[config.mk]
export PLATFORM = sky130hd
export DESIGN_NAME = alu_mul_sequencer
export DESIGN_NICKNAME = d
export VERILOG_FILES = /design/src/rtl/alu_mul_sequencer.sv
export SDC_FILE = /design/constraint.sdc
export NUM_CORES = 1
export LEC_CHECK = 0
export ABC_AREA = 1
export CAP_MARGIN = 20
export CORE_MARGIN = 10
export CORE_UTILIZATION = 48
export DETAILED_ROUTE_END_ITERATION = 6
export PLACE_DENSITY = 0.89
export SKIP_LAST_GASP = 1
export SLEW_MARGIN = 20
export SYNTH_ARGS = -nofsm -noshare
export SYNTH_HDL_FRONTEND = slang
export SYNTH_SLANG_ARGS = --single-unit
[constraint.sdc]
create_clock -name clk -period 1.6 [get_ports clk]
set_input_delay 0.32 -clock clk [delete_from_list [all_inputs] [get_ports clk]]
set_output_delay 0.32 -clock clk [all_outputs]
set_load 0.01 [all_outputs]
[src/rtl/alu_mul_sequencer.sv]
// Shift-add multiplier sequencer that borrows the shared datapath ALU.
// It drives the ALU operands and control while alu_grant is high. It returns
// the low WIDTH bits of the product together with a one-cycle done pulse.
// Optional feature: define SIGNED_MUL_EN to add the NEG_A/NEG_B/NEG_R states,
// which handle signed operands when mul_signed is set at start.
module alu_mul_sequencer #(
  parameter int unsigned WIDTH      = 32,
  parameter bit          EARLY_TERM = 1'b1
) (
  input  logic             clk,
  input  logic             rst_n,
  input  logic             start,
  input  logic [WIDTH-1:0] operand_a,
  input  logic [WIDTH-1:0] operand_b,
  input  logic             mul_signed,
  input  logic [WIDTH-1:0] alu_result,
  output logic             alu_grant,
  output logic [WIDTH-1:0] alu_src_a,
  output logic [WIDTH-1:0] alu_src_b,
  output logic [2:0]       alu_control,
  output logic             busy,
  output logic             done,
  output logic [WIDTH-1:0] product
);

  localparam int unsigned     CntW   = $clog2(WIDTH) + 1;
  localparam logic [CntW-1:0] CntMax = CntW'(WIDTH);

  localparam logic [2:0] AluAdd  = 3'b010;
  localparam logic [2:0] AluSub  = 3'b011;
  localparam logic [2:0] AluNone = 3'b000;

`ifdef SIGNED_MUL_EN
  typedef enum logic [2:0] {
    StIdle, StEval, StAdd, StShift, StDone, StNegA, StNegB, StNegR
  } state_e;
`else
  typedef enum logic [2:0] {StIdle, StEval, StAdd, StShift, StDone} state_e;
`endif

  state_e           r_state;
  logic [WIDTH-1:0] r_acc, r_mcand, r_mplier, r_product;
  logic [WIDTH-1:0] r_src_a, r_src_b;
  logic [CntW-1:0]  r_count;
  logic [2:0]       r_ctl;
  logic             r_grant, r_busy, r_done;
  logic             w_finish;

`ifdef SIGNED_MUL_EN
  logic r_neg_b, r_sign;
  logic w_neg_a, w_neg_b;
  assign w_neg_a = mul_signed & operand_a[WIDTH-1];
  assign w_neg_b = mul_signed & operand_b[WIDTH-1];
`else
  logic w_unused_sign;
  assign w_unused_sign = mul_signed;
`endif

  // Terminate after WIDTH bits, or once no set multiplier bits remain.
  assign w_finish = (r_count == CntMax) || (EARLY_TERM && (r_mplier == '0));

  assign alu_grant   = r_grant;
  assign alu_src_a   = r_src_a;
  assign alu_src_b   = r_src_b;
  assign alu_control = r_ctl;
  assign busy        = r_busy;
  assign done        = r_done;
  assign product     = r_product;

  // Sequencer FSM. The ALU outputs are set on the edge that enters an ALU
  // state, so they are stable for the whole of that state.
  always_ff @(posedge clk) begin
    if (!rst_n) begin
      r_state   <= StIdle;
      r_acc     <= '0;
      r_mcand   <= '0;
      r_mplier  <= '0;
      r_count   <= '0;
      r_product <= '0;
      r_src_a   <= '0;
      r_src_b   <= '0;
      r_ctl     <= AluNone;
      r_grant   <= 1'b0;
      r_busy    <= 1'b0;
      r_done    <= 1'b0;
`ifdef SIGNED_MUL_EN
      r_neg_b   <= 1'b0;
      r_sign    <= 1'b0;
`endif
    end else begin
      r_src_a <= '0;
      r_src_b <= '0;
      r_ctl   <= AluNone;
      r_grant <= 1'b0;
      r_done  <= 1'b0;
      unique case (r_state)
        StIdle: begin
          if (start) begin
            r_mcand  <= operand_a;
            r_mplier <= operand_b;
            r_acc    <= '0;
            r_count  <= '0;
            r_busy   <= 1'b1;
`ifdef SIGNED_MUL_EN
            r_neg_b  <= w_neg_b;
            r_sign   <= w_neg_a ^ w_neg_b;
            if (w_neg_a) begin
              r_state <= StNegA;
              r_grant <= 1'b1;
              r_ctl   <= AluSub;
              r_src_b <= operand_a;
            end else if (w_neg_b) begin
              r_state <= StNegB;
              r_grant <= 1'b1;
              r_ctl   <= AluSub;
              r_src_b <= operand_b;
            end else begin
              r_state <= StEval;
            end
`else
            r_state  <= StEval;
`endif
          end
        end
        StEval: begin
          if (w_finish) begin
`ifdef SIGNED_MUL_EN
            if (r_sign) begin
              r_state <= StNegR;
              r_grant <= 1'b1;
              r_ctl   <= AluSub;
              r_src_b <= r_acc;
            end else begin
              r_state   <= StDone;
              r_done    <= 1'b1;
              r_product <= r_acc;
            end
`else
            r_state   <= StDone;
            r_done    <= 1'b1;
            r_product <= r_acc;
`endif
          end else if (r_mplier[0]) begin
            r_state <= StAdd;
            r_grant <= 1'b1;
            r_ctl   <= AluAdd;
            r_src_a <= r_acc;
            r_src_b <= r_mcand;
          end else begin
            r_state <= StShift;
          end
        end
        StAdd: begin
          r_acc   <= alu_result;
          r_state <= StShift;
        end
        StShift: begin
          r_mcand  <= r_mcand << 1;
          r_mplier <= r_mplier >> 1;
          r_count  <= r_count + CntW'(1);
          r_state  <= StEval;
        end
        StDone: begin
          r_busy  <= 1'b0;
          r_state <= StIdle;
        end
`ifdef SIGNED_MUL_EN
        StNegA: begin
          r_mcand <= alu_result;
          if (r_neg_b) begin
            r_state <= StNegB;
            r_grant <= 1'b1;
            r_ctl   <= AluSub;
            r_src_b <= r_mplier;
          end else begin
            r_state <= StEval;
          end
        end
        StNegB: begin
          r_mplier <= alu_result;
          r_state  <= StEval;
        end
        StNegR: begin
          r_acc     <= alu_result;
          r_product <= alu_result;
          r_done    <= 1'b1;
          r_state   <= StDone;
        end
`endif
        default: begin
          r_busy  <= 1'b0;
          r_state <= StIdle;
        end
      endcase
    end
  end

endmodule
==> impl_results.md, run 1 <==
- Outcome: finished, violations left
- Failing checks: setup timing
- Post-DP HPWL: 13.94 mm
- Clock root buffer: clkbuf_16
- GRT Util Overall: 20.02%
- CTS sink cnt: 204
- Mapped Cells: 886
- Crit-path most repeated cell: buf_12
- P_int: 8.988 mW
- CP Max Fanout: 7
- Die Area: 20620 µm²
- Clock network fraction of design power: 41.0%
- Crit end category: register
- Total global routing overflow: 0
- CTS buffer count: 21
- Final Critical Period: 1.671 ns
- Syn_area_per_cell: 8.275 µm²
- Critical path class: reg2reg
- Flops & latches, synth: 204
- Synth Area in Simple Gates: 19.62%
- Routed vias/inst: 5.411
- Ys Warns: 0
- Nets: 1194
- Post-synth top area cell: dfxtp_1
- Cts hold-fix bufs: 0
- Multiplexer area fraction after synthesis: 0%
- CTS tree: yes
- Final GP Congestion: 0.8523
- Synthesis-to-layout area growth: 45.61%
- DR vias: 6997
- Starting density of the core: 48.59%
- H-tree Lvls: 1
- CTS max path bufs: 3
- Pins Over Slew Limit: 0
- Combinational family with the most area after synthesis: simple AND/OR/NAND/NOR gates
- RSZ-0062 raised after global routing: yes
- Hold Fails Final Rpt: 0
- Seq/Total Area, Yosys: 55.70%
- Final worst-path cycle share: 104.4%
- Core area: 15090 µm²
- Routed length per instance: 18.26 µm
- CP arrival: 2.08 ns
- Mapped cell area: 7332 µm²
- Post-synthesis xor/xnor area fraction: 0.1195%
- Pre-antenna DRT Iters: 5
- Synth cell types: 27
- Clk_skew: 0.007107 ns
- Standard-cell rows: 45
- Reg2reg setup slack: -0.07 ns
- Pwr dens: 1123 nW/µm²
- Max_cap viols: 0
- Yosys top cell area share: 55.70%
- Commonest non-fill, non-tap cell in the layout: dfxtp_1
- Layout cells sized above 1: 15.02%
- First-pass GRT wire length: 33.56 mm
- Post-route ant nets: 0
- Comb pwr share: 13.0%
- Routed WL: 23.61 mm
- Largest net degree at the start of global routing: 66
- Worst VDD drop: 0.7385 mV
- Synth top area cells: dfxtp_1 56%, nor2_1 8.7%, a21oi_1 7.1%, nand2_1 7.0%, o221ai_1 6.3%
- Commonest cells after routing, fill and taps aside: 193 x dfxtp_1, 130 x nor2_1, 130 x nand2_1
- Critical-path cell list: inv_1 -> ha_2 -> nand4_1 -> o21ai_4 -> buf_12 -> nor2_4 -> nand2_8 -> buf_12 -> nor2_1
- CTS clk-pin slew, worst paths: 0.06 ns
- Achievable frequency: 598.5 MHz
- NetSw: 3.002 mW
- Switching Fraction: 25.04%
- Largest stage delay on the critical path: 0.33 ns
- Setup crit start kind: register
- Final setup margin: -0.07077 ns
- Seq pwr share: 46.0%
- CP required: 2.01 ns
- Die Ht: 143.6 µm
- Vias in the first global route: 6528
- Synth Area in Compound Gates: 14.88%
- # IOs: 202
- Place WS: -0.07410 ns
- Die span in x: 143.6 µm
- Clk Latency, worst-skew pair: 0.48 ns
- Final setup fails: 60
- Starting DRT DRC Count: 502
- Adder-cell share of the synthesized area: 0.3413%
- Leak: 4.463 nW
- Antenna cell count: 0
- PortBufs: 198
- Critical-path top delay cell: dfxtp_2
- DRC Markers: 0
- Initial antenna violation count: 0
- Hold Path Class: in2reg
- Pwr Total: 11.99 mW
-- routing by layer --
layer  part of all wire [%]  wire length, µm  track usage [%]  vias to the layer above
li1                       -                -                -                     3309
met1                     38             9075            23.44                     3276
met2                     49            11590            34.97                      346
met3                    8.0             1894            3.663                       66
met4                    4.5             1051            8.705                        0
met5                      0                0                0                        -
-- cell usage after synthesis, drive strengths merged --
cell	instances
o311ai	1
o221ai	53
nor2	180
xnor2	1
a21oi	104
dfxtp	204
nand3	40
a22oi	4
inv	81
o21ai	2
ha	2
a31oi	5
conb	1
o221a	1
nand4	2
nand2	136
a211oi	2
buf	49
nor3	2
clkbuf	16
-- worst max-delay path, delay by kind of cell, from the launching register on --
family,cells,cell delay (ns)
fa+ha+maj,1,0.17
compound gates,1,0.09
flops,1,0.33
simple gates,4,0.62
buf+inv,3,0.37
-- registers in the layout, indices dropped and copies added, names as in the netlist, 3 cells and up --
signal     count
alu_src_a     32
r_state        3
r_acc         32
r_mplier      32
alu_src_b     32
product       32
r_count        6
r_mcand       32
-- power groups by stage --
stage	sequential, mW	clock, mW	combinational, mW
after floorplan	5.57	0	0.798
after detailed placement	5.60	0	1.36
after global routing	5.55	5.14	1.69
final	5.52	4.91	1.56
after CTS	5.50	4.93	1.40
after global placement	5.59	0	1.33
-- worst paths after layout --
check | cells past startpoint | to | start
setup reg to reg | 9 | alu_src_a[19]$_SDFF_PP0_ | r_count[1]$_SDFFE_PN0P_
hold reg to reg | 2 | alu_src_a[27]$_SDFF_PP0_ | r_acc[27]$_SDFFE_PN0P_
hold / removal | 3 | r_state[2]$_SDFFE_PN0P_ | rst_n
setup / recovery | 9 | alu_src_a[19]$_SDFF_PP0_ | r_count[1]$_SDFFE_PN0P_
-- final cells by class --
type,count,area [µm²]
clock buffer,31,653.1
fill,1072,4413
tap,188,235.2
clock inverter,5,55.05
inverter,81,304.0
multi-input combinational,538,2836
sequential,204,4105
timing repair buffer,246,2487
-- metrics by stage --
stage	hold slack, ns	utilization [%]	setup TNS (ns)	area (µm²)	instances
finish	0.2284	70.75	-0.9471	10680	1293
global route	0.2209	70.75	-10.17	10680	1293
CTS	0.2033	68.19	-1.254	10290	1282
detailed placement	0.4213	63.02	-2.387	9509	1237
global placement	0.4219	63.02	-0.1581	9509	1237
floorplan	0.4084	-	0	7336	887
-- logic make-up (layout without fill, tap and decap cells) --
family | after synthesis | count (layout)
AND/OR/NAND/NOR | 360 | 361
other | 1 | 2
buffers and inverters | 146 | 363
flip-flops | 204 | 204
XOR/XNOR | 1 | 1
AO/OA/AOI/OAI | 172 | 172
adder cells (fa/ha/maj) | 2 | 2
-- timing repair --
action,CTS,global route
cloned,4,9
pin swaps,6,34
gates resized for setup,109,80
endpoints found under the setup margin,132,97
setup buffers,5,4
Note: power is estimated with default switching activity, not from simulation.
==> run 2, diff against run 1 <==
- ABC_CLOCK_PERIOD_IN_PS: default -> 1600
- PLACE_DENSITY: 0.89 -> 0.8
==> run 2 against run 1 <==
The flow now finishes without violations. Register-to-register slack better by 0.09 ns. Total power is 0.79% higher. Sequential power hardly changed. Global-route usage is 1.6 points lower. Critical path depth stayed put. Clock skew is 0.0058 ns higher. Largest power group unchanged. Non-clock buffer count stayed put. Die area stayed put. Wire length is 13% lower.
==> impl_results.md, run 2 (synthesis gave the netlist of run 1 again) <==
- Outcome: finished, final reports clean
- Post-Layout Cell Count: 1298
- Achievable frequency: 634.1 MHz
- Worst hold stages: 3
- Starting DRT DRC Count: 391
- PortBufs: 198
- Final GP Congestion: 0.8162
- Max_cap viols: 0
- CTS tree: yes
- # placed instances: 1250
- CTS buffer count: 22
- Clock root buffer: clkbuf_16
- Final core occ: 69.24%
- Total global routing overflow: 0
- Hold Fails Final Rpt: 0
- Routed vias/inst: 5.122
- Pre-antenna DRT Iters: 5
- Routed WL: 20.63 mm
- CTS sink cnt: 204
- Initial antenna violation count: 1
- Worst R2R Path Depth: 9
- Final setup margin: 0.02300 ns
- Final setup fails: 0
- Post-route ant nets: 0
- Tightest hold margin: 0.1835 ns
- Worst Hold End: r_count[0]$_SDFFE_PN0P_
- Core area: 15090 µm²
- Place WS: -0.06436 ns
- Setup crit start: r_mplier[6]$_SDFFE_PN0P_
- Reg2reg start: r_mplier[6]$_SDFFE_PN0P_
- Standard-cell rows: 45
- Vias in the first global route: 6220
- Nets: 1194
- Hold Crit Start: rst_n
- Clk_skew: 0.01286 ns
- Leak: 4.436 nW
- Hold Path Class: in2reg
- Critical path class: reg2reg
- Synthesis-to-layout area growth: 42.49%
- CP required: 1.98 ns
- RSZ-0062 raised after global routing: yes
- Die span in x: 143.6 µm
- Pwr dens: 1157 nW/µm²
- Clk Latency, worst-skew pair: 0.49 ns
- DR vias: 6648
- Die Area: 20620 µm²
- Final Critical Period: 1.577 ns
- Starting density of the core: 48.59%
- Area of the multi-input gates: 2629 µm²
- Commonest cells after routing, fill and taps aside: 200 x dfxtp_1, 163 x nor2_1, 133 x nand2_1
- Layout cells sized above 1: 10.74%
- Die Ht: 143.6 µm
- Pins Over Slew Limit: 0
- Routed length per instance: 15.89 µm
- Pwr Total: 12.09 mW
- CTS max path bufs: 3
- Post-DP HPWL: 14.00 mm
- Worst VDD drop: 0.7668 mV
- Worst flop-to-flop path endpoint: alu_src_a[7]$_SDFF_PP0_
- CP arrival: 1.95 ns
- Reg area: 4089 µm²
- Final worst-path cycle share: 98.56%
- Setup crit start kind: register
- GRT Util Overall: 18.40%
- CP Max Fanout: 23
- Commonest non-fill, non-tap cell in the layout: dfxtp_1
- CTS clk-pin slew, worst paths: 0.06 ns
- Crit end category: register
- DRC Markers: 0
- Fillers: 1190
- H-tree Lvls: 1
- Reg2reg setup slack: 0.02 ns
- # IOs: 202
- Largest net degree at the start of global routing: 65
- First-pass GRT wire length: 31.13 mm
[run 2: changes by cell type in the layout (fill, tap and decap cells not counted), moves of 3 or more]
| cell | change |
|---|---|
| nor2_4 | -14 |
| dfxtp_1 | +7 |
| nor2_2 | -19 |
| dfxtp_4 | -3 |
| clkbuf_8 | -5 |
| clkinv_2 | +4 |
| nand2_1 | +3 |
| nand2_2 | -3 |
| nor2_1 | +33 |
| dfxtp_2 | -4 |
| buf_4 | +4 |
[run 2: layer usage]
| layer | track usage, % | share of wire (%) |
|---|---|---|
| met5 | 0 | 0 |
| met4 | 6.932 | 2.9 |
| met3 | 3.795 | 7.0 |
| met2 | 31.82 | 49 |
| met1 | 21.94 | 41 |
[run 2: worst max path at each step]
stage	to	slack, ns	depth (start not counted)
floorplan	product[10]$_SDFFE_PN0P_	0.19	9
global placement	r_mcand[26]$_SDFFE_PN0P_	-0.05	7
CTS	product[28]$_SDFFE_PN0P_	0.04	10
detailed placement	r_mcand[19]$_SDFFE_PN0P_	-0.06	6
finish	alu_src_a[7]$_SDFF_PP0_	0.02	9
global route	alu_src_a[7]$_SDFF_PP0_	-0.09	9
[run 2: per-stage QoR]
step	instance area [µm²]	TNS, ns
after floorplan	7336	0
after global placement	9669	-0.5674
after detailed placement	9669	-1.683
after CTS	10310	0
after global routing	10450	-4.483
final	10450	0
[run 2: layout make-up]
class                      instances  area share (%)
tap                              188           2.252
clock inverter                    12           1.234
timing repair buffer             246           23.19
multi-input combinational        537           25.16
clock buffer                      28           6.072
inverter                          81           2.910
sequential                       204           39.14
antenna                            2         0.04790
[run 2: worst max-delay path, stage by stage, from the launching register on]
cell,delay (ns)
dfxtp_1,0.33
nor2_1,0.09
nand2_1,0.06
nor2_2,0.15
nand2_1,0.11
o21ai_4,0.20
nor2_2,0.07
nand2_4,0.17
buf_12,0.21
nor2_1,0.07
[run 2: what timing repair did]
action / CTS / global route
setup endpoints to repair: 102 / 100
hold endpoints to repair: 0 / 0
resized for setup: 101 / 13
hold buffers: 0 / 0
setup buffers: 0 / 2
pin swaps: 0 / 2
cloned: 0 / 4
[run 2: power breakdown]
| part | leakage [nW] | internal (mW) | total, mW | switching (mW) |
|---|---|---|---|---|
| combinational | 2.40 | 0.652 | 1.42 | 0.773 |
| sequential | 1.66 | 5.34 | 5.50 | 0.161 |
| clock | 0.372 | 3.14 | 5.16 | 2.02 |
